**config.mk**
```make
export PLATFORM = sky130hd
export DESIGN_NAME = morse_letter_sequencer_flat
export DESIGN_NICKNAME = d
export VERILOG_FILES = /design/src/rtl/morse_letter_sequencer_pkg.sv /design/src/rtl/morse_letter_sequencer_if.sv /design/src/rtl/morse_letter_sequencer_sym_fifo.sv /design/src/rtl/morse_letter_sequencer.sv /design/src/flat_wrapper.sv
export SDC_FILE = /design/constraint.sdc
export NUM_CORES = 1
export LEC_CHECK = 0
export BUFFER_PORTS_ARGS = -buffer_cell sky130_fd_sc_hd__buf_2
export CAP_MARGIN = 25
export CORE_ASPECT_RATIO = 1.5
export CORE_MARGIN = 10
export CORE_UTILIZATION = 60
export CTS_BUF_LIST = sky130_fd_sc_hd__clkbuf_4
export CTS_CLUSTER_SIZE = 25
export DETAILED_ROUTE_END_ITERATION = 8
export PLACE_DENSITY = 0.8
export SYNTH_ARGS = -nofsm -noshare
export SYNTH_HDL_FRONTEND = slang
export SYNTH_HIERARCHICAL = 1
export SYNTH_SLANG_ARGS = --single-unit
```
**constraint.sdc**
```tcl
create_clock -name clk -period 6.75 [get_ports clk]
set_input_delay 1.35 -clock clk [delete_from_list [all_inputs] [get_ports clk]]
set_output_delay 1.35 -clock clk [all_outputs]
set_load 0.005 [all_outputs]
```
**src/rtl/morse_letter_sequencer_pkg.sv**
```systemverilog
// morse_pkg: state encoding, code constants and gap defaults.
// MORSE_WORD_GAP_EN adds the WORDWAIT state.
package morse_pkg;

  localparam int CODE_W = 10;
  localparam int LETTER_GAP_DEF = 8;
  localparam int WORD_GAP_DEF = 20;
  localparam logic [CODE_W-1:0] SPACE_CODE =
    10'b10_0000_0000;

`ifdef MORSE_WORD_GAP_EN
  typedef enum logic [2:0] {
    S_IDLE,
    S_KEYING,
    S_CAPTURE,
    S_CLEAR,
    S_WORDWAIT
  } state_e;
`else
  typedef enum logic [1:0] {
    S_IDLE,
    S_KEYING,
    S_CAPTURE,
    S_CLEAR
  } state_e;
`endif

  // Low-time counter: held at zero while keyed, saturates.
  function automatic logic [15:0] gap_step(
    input logic [15:0] g,
    input logic        key
  );
    if (key) return '0;
    if (g == 16'hFFFF) return g;
    return g + 16'd1;
  endfunction

endpackage

```
**src/rtl/morse_letter_sequencer_if.sv**
```systemverilog
// Symbol stream handshake between the sequencer
// and its consumer.
interface morse_sym_if;
  import morse_pkg::*;

  logic [CODE_W-1:0] sym_code;
  logic              sym_valid;
  logic              sym_ready;

  modport master (
    output sym_code,
    output sym_valid,
    input  sym_ready
  );

  modport slave (
    input  sym_code,
    input  sym_valid,
    output sym_ready
  );
endinterface

```
**src/rtl/morse_letter_sequencer_sym_fifo.sv**
```systemverilog
// morse_sym_fifo: power-of-two symbol queue with
// count, full/empty and same-cycle push+pop when full.
module morse_sym_fifo
  import morse_pkg::*;
#(
  parameter int DEPTH = 4
) (
  input  logic                     clk,
  input  logic                     rst,
  input  logic                     push,
  input  logic [CODE_W-1:0]        wdata,
  input  logic                     pop,
  output logic [CODE_W-1:0]        rdata,
  output logic [$clog2(DEPTH):0]   count,
  output logic                     full,
  output logic                     empty
);

  localparam int AW = $clog2(DEPTH);
  localparam int CW = AW + 1;

  logic [CODE_W-1:0] mem_q [DEPTH];
  logic [CODE_W-1:0] mem_d [DEPTH];
  logic [AW-1:0]     wr_q, wr_d;
  logic [AW-1:0]     rd_q, rd_d;
  logic [CW-1:0]     cnt_q, cnt_d;
  logic              do_push, do_pop;

  assign empty = (cnt_q == '0);
  assign full  = (cnt_q == CW'(DEPTH));
  assign count = cnt_q;
  assign rdata = empty ? '0 : mem_q[rd_q];

  // A full queue can still accept when its head leaves.
  assign do_pop  = pop && !empty;
  assign do_push = push && (!full || do_pop);

  always_comb begin
    mem_d = mem_q;
    wr_d  = wr_q;
    rd_d  = rd_q;
    cnt_d = cnt_q;
    if (do_push) begin
      mem_d[wr_q] = wdata;
      wr_d = wr_q + 1'b1;
    end
    if (do_pop) rd_d = rd_q + 1'b1;
    unique case ({do_push, do_pop})
      2'b10:   cnt_d = cnt_q + 1'b1;
      2'b01:   cnt_d = cnt_q - 1'b1;
      default: cnt_d = cnt_q;
    endcase
  end

  always_ff @(posedge clk or posedge rst) begin
    if (rst) begin
      for (int i = 0; i < DEPTH; i++)
        mem_q[i] <= '0;
      wr_q  <= '0;
      rd_q  <= '0;
      cnt_q <= '0;
    end else begin
      mem_q <= mem_d;
      wr_q  <= wr_d;
      rd_q  <= rd_d;
      cnt_q <= cnt_d;
    end
  end

endmodule

```
**src/rtl/morse_letter_sequencer.sv**
```systemverilog
// Morse letter sequencer: turns key gaps into letter
// captures and queues codes. MORSE_WORD_GAP_EN adds spaces.
module morse_letter_sequencer
  import morse_pkg::*;
#(
  parameter int LETTER_GAP = LETTER_GAP_DEF,
  parameter int WORD_GAP   = WORD_GAP_DEF,
  parameter int FIFO_DEPTH = 4
) (
  input  logic                          clk,
  input  logic                          rst,
  input  logic                          button,
  input  logic [CODE_W-1:0]             letter,
  output logic                          send,
  morse_sym_if.master                   sym,
  output logic                          busy,
  output logic                          overflow,
  output logic [$clog2(FIFO_DEPTH):0]   fifo_count
);

  if (WORD_GAP <= LETTER_GAP + 1) begin : g_gap_chk
    $error("WORD_GAP must exceed LETTER_GAP + 1");
  end

  localparam logic [15:0] LG = 16'(LETTER_GAP);

  state_e            state_q, state_d;
  logic [15:0]       gap_q, gap_d;
  logic              ovf_q, ovf_d;
  logic              push, pop, full, empty;
  logic [CODE_W-1:0] push_data;

  assign pop = sym.sym_ready && !empty;

  always_comb begin
    state_d   = state_q;
    ovf_d     = ovf_q;
    push      = 1'b0;
    push_data = letter;
    gap_d     = gap_step(gap_q, button);
    unique case (state_q)
      S_IDLE:
        if (button) state_d = S_KEYING;
      S_KEYING:
        if (!button && gap_q == LG)
          state_d = S_CAPTURE;
      S_CAPTURE: begin
        if (button) begin
          state_d = S_KEYING;
        end else begin
          if (letter != '0) begin
            if (full && !pop) ovf_d = 1'b1;
            else              push  = 1'b1;
          end
          state_d = S_CLEAR;
        end
      end
`ifdef MORSE_WORD_GAP_EN
      S_CLEAR:
        state_d = S_WORDWAIT;
      S_WORDWAIT: begin
        // The counter has already passed LETTER_GAP here.
        if (button) begin
          state_d = S_KEYING;
        end else if (gap_q >= 16'(WORD_GAP)) begin
          push_data = SPACE_CODE;
          if (full && !pop) ovf_d = 1'b1;
          else              push  = 1'b1;
          state_d = S_IDLE;
        end
      end
`else
      S_CLEAR:
        state_d = S_IDLE;
`endif
      default:
        state_d = S_IDLE;
    endcase
  end

  always_ff @(posedge clk or posedge rst) begin
    if (rst) begin
      state_q <= S_IDLE;
      gap_q   <= '0;
      ovf_q   <= 1'b0;
    end else begin
      state_q <= state_d;
      gap_q   <= gap_d;
      ovf_q   <= ovf_d;
    end
  end

  // Encoder stays cleared for the whole reset.
  assign send     = (state_q == S_CLEAR) || rst;
  assign busy     = (state_q != S_IDLE);
  assign overflow = ovf_q;
  assign sym.sym_valid = !empty;

  morse_sym_fifo #(
    .DEPTH (FIFO_DEPTH)
  ) u_fifo (
    .clk   (clk),
    .rst   (rst),
    .push  (push),
    .wdata (push_data),
    .pop   (pop),
    .rdata (sym.sym_code),
    .count (fifo_count),
    .full  (full),
    .empty (empty)
  );

endmodule
```
**src/flat_wrapper.sv**
```systemverilog
// flat-port wrapper written by rule: the top's interface ports become plain ports
module morse_letter_sequencer_flat import morse_pkg::*;
#(
  parameter int LETTER_GAP = LETTER_GAP_DEF,
  parameter int WORD_GAP   = WORD_GAP_DEF,
  parameter int FIFO_DEPTH = 4
)
  (clk, rst, button, letter, send, busy, overflow, fifo_count, sym_sym_code, sym_sym_valid, sym_sym_ready);
  morse_sym_if sym_i ();
  input  logic clk;
  input  logic rst;
  input  logic button;
  input  logic [CODE_W-1:0] letter;
  output logic send;
  output logic busy;
  output logic overflow;
  output logic [$clog2(FIFO_DEPTH):0] fifo_count;
  output wire logic [$bits(sym_i.sym_code)-1:0] sym_sym_code;
  output wire logic [$bits(sym_i.sym_valid)-1:0] sym_sym_valid;
  input wire logic [$bits(sym_i.sym_ready)-1:0] sym_sym_ready;
  assign sym_sym_code = sym_i.sym_code;
  assign sym_sym_valid = sym_i.sym_valid;
  assign sym_i.sym_ready = sym_sym_ready;
  morse_letter_sequencer #(.LETTER_GAP(LETTER_GAP), .WORD_GAP(WORD_GAP), .FIFO_DEPTH(FIFO_DEPTH)) u_core (.clk(clk), .rst(rst), .button(button), .letter(letter), .send(send), .sym(sym_i), .busy(busy), .overflow(overflow), .fifo_count(fifo_count));
endmodule
```
==> out/qor.csv, run 1 <==
metric,value,unit
total track usage,15.4,%
library cells used by synthesis,47,
area fraction of the dominant cell type after synthesis,49.3,%
Clock Sink Count,66,
Initial Util,61.5,%
CTS max path bufs,2,
"commonest non-fill, non-tap cell in the layout",dfrtp_1,
"Largest stage delay, worst path",0.55,ns
unrepaired setup endpoints after global routing,false,
syn_area_per_cell,12.5,um2
Setup WS pre-CTS,3.01,ns
std cell rows,33,
synth-to-layout area growth,12.4,%
worst slew pin tran,0.761,ns
GP Congestion,0.853,
crit-path leading delay family,buffers and inverters,
PwrDens,251,nW/um2
Core ar.,5450,um2
Slew Limit Fails,0,
synth warn,6,
H-tree Lvls,3,
Worst Hold Class,flop to flop,
total number of vias,2228,
CP required,5.40,ns
first-pass GRT wire length,10900,um
outcome,"finished, final reports clean",
NumNets Final,326,
final worst path period need,3.62,ns
Final TNS setup,0,ns
synth top area cells,"dfrtp_1 49%, mux2_2 14%, mux4_2 6.7%",
final hold vios,0,
clock skew,0.0103,ns
most frequent cells in the layout,"66 x dfrtp_1, 41 x mux2_2, 30 x buf_2, 14 x nor2_1, 14 x nand2_1",
P_leak,0.00179,uW
n_diodes,0,
CP Cell Sequence,buf_2 -> inv_1 -> nand2_1 -> buf_2,
largest net degree at the start of global routing,48,
TritonRoute pass-1 iters,4,
Vias/cell,5.88,
I/O Buffers,30,
Mapped Nets,290,
Wirelength per Cell,17.5,um
slowest CP cell,inv_1,
Max-Cap Viols,0,
CTS buffer count,9,
crit path kind,input pin to output port,
Max transition margin,49.2,%
Startpoint Class,input pin,
Die Ht,112,um
die area,9030,um2
num ports,31,
worst setup margin,3.13,ns
WP buf/inv,3,
WL final,6630,um
Synth Register Bits,66,
"Clk Latency, worst-skew pair",0.40,ns
"Seq/Total Area, Yosys",49.3,%
Fmax,276,MHz
cts hold-fix bufs,0,
post-synthesis cell area,3350,um2
Max IR drop VDD,0.192,mV
initial antenna violation count,0,
Resize count post-CTS,0,
number of DRC markers in iteration 0,212,
root buf cell,clkbuf_4,
Post-CTS Setup Bufs,0,
Post-synth top flop,dfrtp_1,
worst-path maximum fanout,20,
vias in the first global route,2256,
period utilisation layout,53.6,%
post-route ant nets,0,
async set-or-reset flop fraction in the synthesized netlist,100,%
CP dominant cell by count,buf_2,
layout cells sized above 1,37.9,%
GRT overflow,0,
"Reg clk slew, reported paths",0.10,ns
dominant cell type by area after synthesis,dfrtp_1,
CP arrival,2.27,ns
number of synthesized flops with an enable pin,0,
DRC errors left,0,
Crit. End Element,output port,
CTS tree,yes,
DP HPWL,4770,um
post-synthesis instance total,268,
setup violators final,0,
Die W,81.0,um
-- final timing paths --
path / startpoint / slack [ns] / cells after the start / endpoint
setup reg to reg: u_core/u_fifo/count[0]$_DFFE_PP0P_ / 3.85 / 13 / u_core/u_fifo/count[2]$_DFFE_PP0P_
hold / removal: u_core/u_fifo/mem_q[5]$_DFFE_PP0P_ / 0.51 / 1 / u_core/u_fifo/mem_q[5]$_DFFE_PP0P_
min in group asynchronous: rst / 0.80 / 2 / u_core/u_fifo/mem_q[5]$_DFFE_PP0P_
hold reg to reg: u_core/u_fifo/mem_q[5]$_DFFE_PP0P_ / 0.51 / 1 / u_core/u_fifo/mem_q[5]$_DFFE_PP0P_
max in group asynchronous: rst / 5.19 / 2 / u_core/gap_q[3]$_DFFE_PP0P_
setup / recovery: rst / 3.13 / 4 / send
-- registers in the layout, indices dropped and copies added, names as in the netlist --
name and count:
u_core/gap_q 16, u_core/overflow 1, u_core/state_q 2, u_core/u_fifo/count 3
u_core/u_fifo/mem_q 40, u_core/u_fifo/rd_q 2, u_core/u_fifo/wr_q 2
-- through the flow --
stage | utilization [%] | instance area (um2) | total power [uW] | std cells | hold WS [ns]
2_1_floorplan | - | 3350 | 569 | 268 | 0.466
3_3_place_gp | 65.3 | 3560 | 614 | 362 | 0.483
3_5_place_dp | 65.3 | 3560 | 623 | 362 | 0.490
4_1_cts | 68.7 | 3740 | 955 | 378 | 0.517
5_1_grt | 69.1 | 3760 | 991 | 379 | 0.528
6_report | 69.1 | 3760 | 945 | 379 | 0.514
-- routing by layer --
metal  routed length [um]  global-route usage (%)
met1                 2570                    16.8
met2                 3630                    26.8
met3                  339                    4.67
met4                   96                    5.91
met5                    0                       0
-- cell families (layout without fill, tap and decap cells) --
group	Yosys count	in the layout	synth area share (%)
multiplexers	53	53	21.1
buffers and inverters	20	61	2.50
adder cells (fa/ha/maj)	8	8	3.21
AND/OR/NAND/NOR	85	85	15.9
XOR/XNOR	10	10	2.61
flip-flops	66	66	49.3
AO/OA/AOI/OAI	26	26	5.38
-- cell usage after synthesis, types with 3 or more instances --
cell and instances:
o31ai_1 3, nor4_1 8, ha_1 7, dfrtp_1 66, mux4_2 10, o21ai_0 4, nor2_2 4, nor2_1 14
buf_2 3, a21oi_1 6, mux2_2 41, nor3_1 8, xnor2_1 5, or3_1 3, and3_1 3, and4_1 3
nor2b_1 11, nand2_1 14, inv_1 13, xor2_1 5
-- layout make-up --
class                   count  area, um2
clock inverters             7        116
fillers                   398       1690
well taps                  70       87.6
clock buffers               9       67.6
repair buffers             32        178
flip-flops and latches     66       1650
inverters                  13       48.8
multi-input cells         182       1610
-- power by group --
group | switching, uW | internal [uW] | total [uW]
Combinational | 72.9 | 74.3 | 147
Clock | 144 | 188 | 331
Sequential | 53.6 | 413 | 467
Total | 270 | 675 | 945
(Power assumes the default switching activity.)
==> run 2, diff against run 1 <==
Clock period 6.75 ns to 3.7 ns, I/O delays scaled along.
==> run 2 against run 1 <==
  * Largest cell class unchanged
  * Die area unchanged
  * Cell count up 0.26%
  * Power up 74%
  * Combinational power up 78%
  * Cell area down 0.40%
  * Register-to-register slack worse by 3.0 ns
  * Routed wire length up 3.1%
==> out/qor.csv, run 2 (same netlist as run 1, synthesis figures left out) <==
metric,value,unit
outcome,"finished, final reports clean",
vias in the first global route,2374,
Wirelength per Cell,18.0,um
Max-Cap Viols,0,
max reg flops,40,
Max IR drop VDD,0.238,mV
num ports,31,
synth-to-layout area growth,11.9,%
Post-CTS Setup Bufs,0,
period utilisation layout,77.8,%
unrepaired setup endpoints after global routing,false,
CTS tree,yes,
FF-to-FF End,u_core/u_fifo/count[2]$_DFFE_PP0P_,
PwrDens,439,nW/um2
H-tree Lvls,3,
largest net degree at the start of global routing,48,
CP required,4.03,ns
std cell rows,33,
die area,9030,um2
final worst path period need,2.88,ns
worst-path maximum fanout,13,
clock skew,0.0175,ns
setup violators final,0,
Initial Util,61.5,%
Final TNS setup,0,ns
Startpoint Class,flop,
DP HPWL,4890,um
WL final,6840,um
worst slew pin tran,0.676,ns
Die W,81.0,um
Die Ht,112,um
Fmax,347,MHz
Final Power,1640,uW
GRT overflow,0,
Reg area,1650,um2
GP Congestion,0.861,
Max transition margin,54.9,%
crit path kind,flop to flop,
Clock Sink Count,66,
DRC errors left,0,
first-pass GRT wire length,11800,um
layout cells sized above 1,38.1,%
Worst Setup SP,u_core/u_fifo/count[0]$_DFFE_PP0P_,
Worst Setup EP,u_core/u_fifo/count[2]$_DFFE_PP0P_,
final hold vios,0,
Core ar.,5450,um2
cts hold-fix bufs,0,
reg-to-reg startpoint,u_core/u_fifo/count[0]$_DFFE_PP0P_,
NumNets Final,327,
most frequent cells in the layout,"66 x dfrtp_1, 41 x mux2_2, 30 x buf_2, 14 x nor2_1, 14 x nand2_1",
"Clk Latency, worst-skew pair",0.40,ns
# fillers,403,
I/O Buffers,30,
root buf cell,clkbuf_4,
CTS buffer count,9,
net switching power,484,uW
worst reg2reg setup slack,0.82,ns
Resize count post-CTS,0,
total number of vias,2282,
post-route ant nets,0,
n_diodes,0,
Sequential Power Share,51.7,%
number of DRC markers in iteration 0,171,
TritonRoute pass-1 iters,4,
"Reg clk slew, reported paths",0.12,ns
CTS max path bufs,2,
Slew Limit Fails,0,
P_leak,0.00178,uW
total track usage,16.4,%
Comb power frac,15.9,%
"commonest non-fill, non-tap cell in the layout",dfrtp_1,
largest reg by FF count,u_core/u_fifo/mem_q,
Vias/cell,6.01,
Pint,1160,uW
initial antenna violation count,0,
switching share of power,29.4,%
clock power share,32.4,%
CP arrival,3.21,ns
cells on worst reg2reg path,13,
Crit. End Element,flop,
multi-input logic area,1610,um2
Worst Hold Class,input pin to async pin,
## run 2: layout make-up
type	count	share of cell area, %
Clock inverter	7	2.50
Timing Repair Buffer	33	4.94
Inverter	13	1.30
Multi-Input combinational cell	182	43.1
Sequential cell	66	44.1
Clock buffer	9	1.80
Tap cell	70	2.34
## run 2: through the flow
stage	util, %	setup slack [ns]	hold WS, ns	cell area [um2]	std cells
2_1_floorplan	-	0.758	0.466	3350	268
3_3_place_gp	65.5	0.635	0.483	3570	363
3_5_place_dp	65.5	0.582	0.491	3570	363
4_1_cts	68.4	0.797	0.339	3730	379
5_1_grt	68.8	0.508	0.137	3750	380
6_report	68.8	0.821	0.169	3750	380
## run 2: power by group through the flow
stage,Sequential [uW],Combinational [uW],Clock [uW]
2_1_floorplan,806,231,0
3_3_place_gp,866,255,0
3_5_place_dp,867,263,0
4_1_cts,852,263,549
5_1_grt,862,290,583
6_report,851,261,532
## run 2: worst min path at each step
stage                                   startpoint                                   to  slack, ns  depth (start not counted)
2_1_floorplan          u_core/overflow$_DFFE_PP0P_          u_core/overflow$_DFFE_PP0P_       0.47                          1
3_3_place_gp   u_core/u_fifo/mem_q[17]$_DFFE_PP0P_  u_core/u_fifo/mem_q[17]$_DFFE_PP0P_       0.48                          1
3_5_place_dp   u_core/u_fifo/mem_q[18]$_DFFE_PP0P_  u_core/u_fifo/mem_q[18]$_DFFE_PP0P_       0.49                          1
4_1_cts                                        rst          u_core/gap_q[5]$_DFFE_PP0P_       0.34                          3
5_1_grt                                        rst  u_core/u_fifo/mem_q[25]$_DFFE_PP0P_       0.14                          2
6_report                                       rst  u_core/u_fifo/mem_q[25]$_DFFE_PP0P_       0.17                          2
## run 2: per-layer routing
metal,part of all wire [%],vias up,global-route usage (%)
met3,5.4,6,4.67
met1,39,1162,19.3
met5,0,-,0
li1,-,1053,-
met2,55,61,27.7
met4,0.94,0,5.56
## run 2: critical path, stage by stage (launching register included)
cell	delay (ns)
dfrtp_1	0.47
nor3_1	0.21
buf_4	0.23
inv_1	0.07
nand2_1	0.11
inv_1	0.10
nor4b_4	0.39
or2b_2	0.22
ha_1	0.18
inv_1	0.06
fa_1	0.37
xor2_1	0.15
nor2_1	0.11
xor2_1	0.15
==> run 3, diff against run 2 <==
Settings changed: ABC_AREA set to 1, CORE_UTILIZATION 60 to 56, PLACE_DENSITY 0.8 to 0.78.
Clock period 3.7 ns to 2.4 ns, I/O delays scaled along.
==> run 3 against run 2 <==
  * Die area up 16%
  * Sequential power rose by 46%
  * Non-clock buffer count grew 13
  * Clock skew fell by 0.0033 ns
  * Register-to-register slack got worse by 0.57 ns
  * Flip-flop and latch count did not move
  * Power rose by 67%
  * Via count is 52% higher
  * Critical endpoint is now sym_sym_code[7]
==> out/qor.csv, run 3 <==
metric,value,unit
largest reg by FF count,u_core/u_fifo/mem_q,
async set-or-reset flop fraction in the synthesized netlist,100,%
clock skew,0.0142,ns
root buf cell,clkbuf_4,
n_diodes,0,
"count leader, synth",nand2_1,
outcome,"finished, final reports clean",
synth warn,6,
worst-path maximum fanout,20,
synth top area cells,"dfrtp_1 44%, nand2_1 17%, nand4_1 7.8%",
post-route ant nets,0,
layout cells sized above 1,14.7,%
Fmax,438,MHz
WL final,9960,um
period utilisation layout,95.1,%
complex-gate fraction of the synthesized area,5.52,%
final hold vios,0,
Synth Register Bits,66,
most frequent cells in the layout,"170 x nand2_1, 66 x dfrtp_1, 47 x nor2_1, 47 x nand4_1, 41 x inv_1",
die area,10500,um2
I/O Buffers,30,
CP arrival,1.80,ns
adder-cell share of the synthesized area,2.86,%
CTS tree,yes,
DRC errors left,0,
Pint,1670,uW
switching share of power,39.1,%
post-synthesis xor/xnor area fraction,1.63,%
Max-Cap Viols,0,
"commonest non-fill, non-tap cell in the layout",nand2_1,
Initial Util,57.6,%
std cell rows,36,
Final Power,2750,uW
initial antenna violation count,0,
Max IR drop VDD,0.507,mV
"Reg clk slew, reported paths",0.11,ns
cells on worst reg2reg path,13,
first-pass GRT wire length,16200,um
post-synthesis cell area,3760,um2
vias in the first global route,3347,
Die Ht,120,um
Comb power frac,34.6,%
Worst Hold Class,input pin to async pin,
main combinational cell family by area after synthesis,simple AND/OR/NAND/NOR gates,
number of synthesized flops with an enable pin,0,
P_leak,0.00217,uW
final worst path period need,2.28,ns
crit path kind,flop to output port,
GRT overflow,0,
total track usage,19.6,%
CP required,1.92,ns
Clock Sink Count,66,
dominant cell type by area after synthesis,dfrtp_1,
GP Congestion,0.921,
PwrDens,672,nW/um2
Setup WS pre-CTS,0.0468,ns
Sequential Power Share,45.2,%
setup violators final,0,
Post-CTS Setup Bufs,0,
Die W,86.9,um
library cells used by synthesis,35,
TritonRoute pass-1 iters,5,
Startpoint Class,flop,
top post-synthesis cells by count,"170 x nand2_1, 66 x dfrtp_1, 49 x nor2_1",
DP HPWL,7130,um
# fillers,611,
Vias/cell,5.73,
synth-to-layout area growth,8.51,%
unrepaired setup endpoints after global routing,false,
H-tree Lvls,3,
Wirelength per Cell,16.4,um
worst slew pin tran,0.627,ns
Post-Synth Simple-Gate Area,37.9,%
num ports,31,
Slew Limit Fails,0,
largest net degree at the start of global routing,47,
number of DRC markers in iteration 0,296,
area fraction of the dominant cell type after synthesis,43.9,%
cts hold-fix bufs,0,
"Clk Latency, worst-skew pair",0.43,ns
mux cell area share after synthesis,0,%
Core ar.,6530,um2
clock power share,20.2,%
CTS max path bufs,2,
Crit. End Element,output port,
max reg flops,40,
Post-synth top flop,dfrtp_1,
Final TNS setup,0,ns
worst setup margin,0.117,ns
"Seq/Total Area, Yosys",43.9,%
CTS buffer count,9,
Mapped Nets,517,
net switching power,1070,uW
syn_area_per_cell,7.61,um2
Max transition margin,58.2,%
total number of vias,3478,
post-synthesis instance total,495,
NumNets Final,552,
-- run 3: cell types whose count changed in the layout (fill, tap and decap cells not counted), sizes merged, moves of 11 or more --
cell and change:
mux2 -41, nand4 +44, buf +13, o21ai +17
nor2b -11, nor2 +35, nand2 +162, nand3 +21
inv +32
-- run 3: path summary, 6_finish.rpt --
check | slack (ns) | to | start
max | 0.12 | sym_sym_code[7] | u_core/u_fifo/rd_q[1]$_DFFE_PP0P_
max reg2reg | 0.25 | u_core/u_fifo/count[2]$_DFFE_PP0P_ | u_core/u_fifo/count[1]$_DFFE_PP0P_
min in group clk | 0.35 | u_core/u_fifo/mem_q[0]$_DFFE_PP0P_ | letter[0]
min reg2reg | 0.48 | u_core/u_fifo/mem_q[33]$_DFFE_PP0P_ | u_core/u_fifo/mem_q[33]$_DFFE_PP0P_
min | 0.08 | u_core/u_fifo/mem_q[17]$_DFFE_PP0P_ | rst
max in group asynchronous | 1.73 | u_core/u_fifo/mem_q[1]$_DFFE_PP0P_ | rst
-- run 3: layer usage --
layer / part of all wire, % / routed length [um] / vias up / GRT usage, %
met4: 4.6 / 456 / 0 / 11.7
met2: 53 / 5270 / 114 / 34.5
met1: 37 / 3650 / 1658 / 20.6
met3: 5.9 / 588 / 30 / 3.83
met5: 0 / 0 / - / 0
li1: - / - / 1676 / -
-- run 3: cell families after synthesis --
| family | count (synthesis) |
|---|---|
| simple gates | 307 |
| buf+inv | 68 |
| flops | 66 |
| compound gates | 39 |
| fa+ha+maj | 8 |
| xor+xnor | 7 |
-- run 3: power by group through the flow --
stage | Combinational, uW | Sequential (uW) | Clock, uW
4_1_cts | 957 | 1240 | 567
3_3_place_gp | 914 | 1260 | 0
6_report | 951 | 1240 | 555
3_5_place_dp | 953 | 1260 | 0
2_1_floorplan | 680 | 1260 | 0
5_1_grt | 1060 | 1250 | 606
-- run 3: what timing repair did --
| action | CTS | global route |
|---|---|---|
| gates resized for setup | 0 | 1 |
| hold endpoints to repair | 0 | 0 |
| setup endpoints to repair | 0 | 1 |
-- run 3: cell type report --
cell class	count	area (um2)	area share (%)
Multi-Input combinational cell	361	1810	44.4
Sequential cell	66	1650	40.4
Timing Repair Buffer	46	270	6.62
Inverter	46	175	4.29
Tap cell	76	95.1	2.33
Clock buffer	9	67.6	1.65
Clock inverter	3	11.3	0.276
-- run 3: worst max-delay path, cell delays in order, from the launching register on --
cell and delay, ns:
dfrtp_1 0.42, inv_1 0.48, nand2_1 0.12, a21oi_1 0.22, buf_2 0.15
-- run 3: stage by stage --
step                cells  hold slack, ns  utilization (%)  instance area (um2)
floorplan             495           0.437                -                 3760
global placement      595           0.454             61.3                 4000
detailed placement    595           0.458             61.3                 4000
CTS                   607          0.0895             62.5                 4080
global route          607           0.105             62.5                 4090
finish                607          0.0769             62.5                 4090
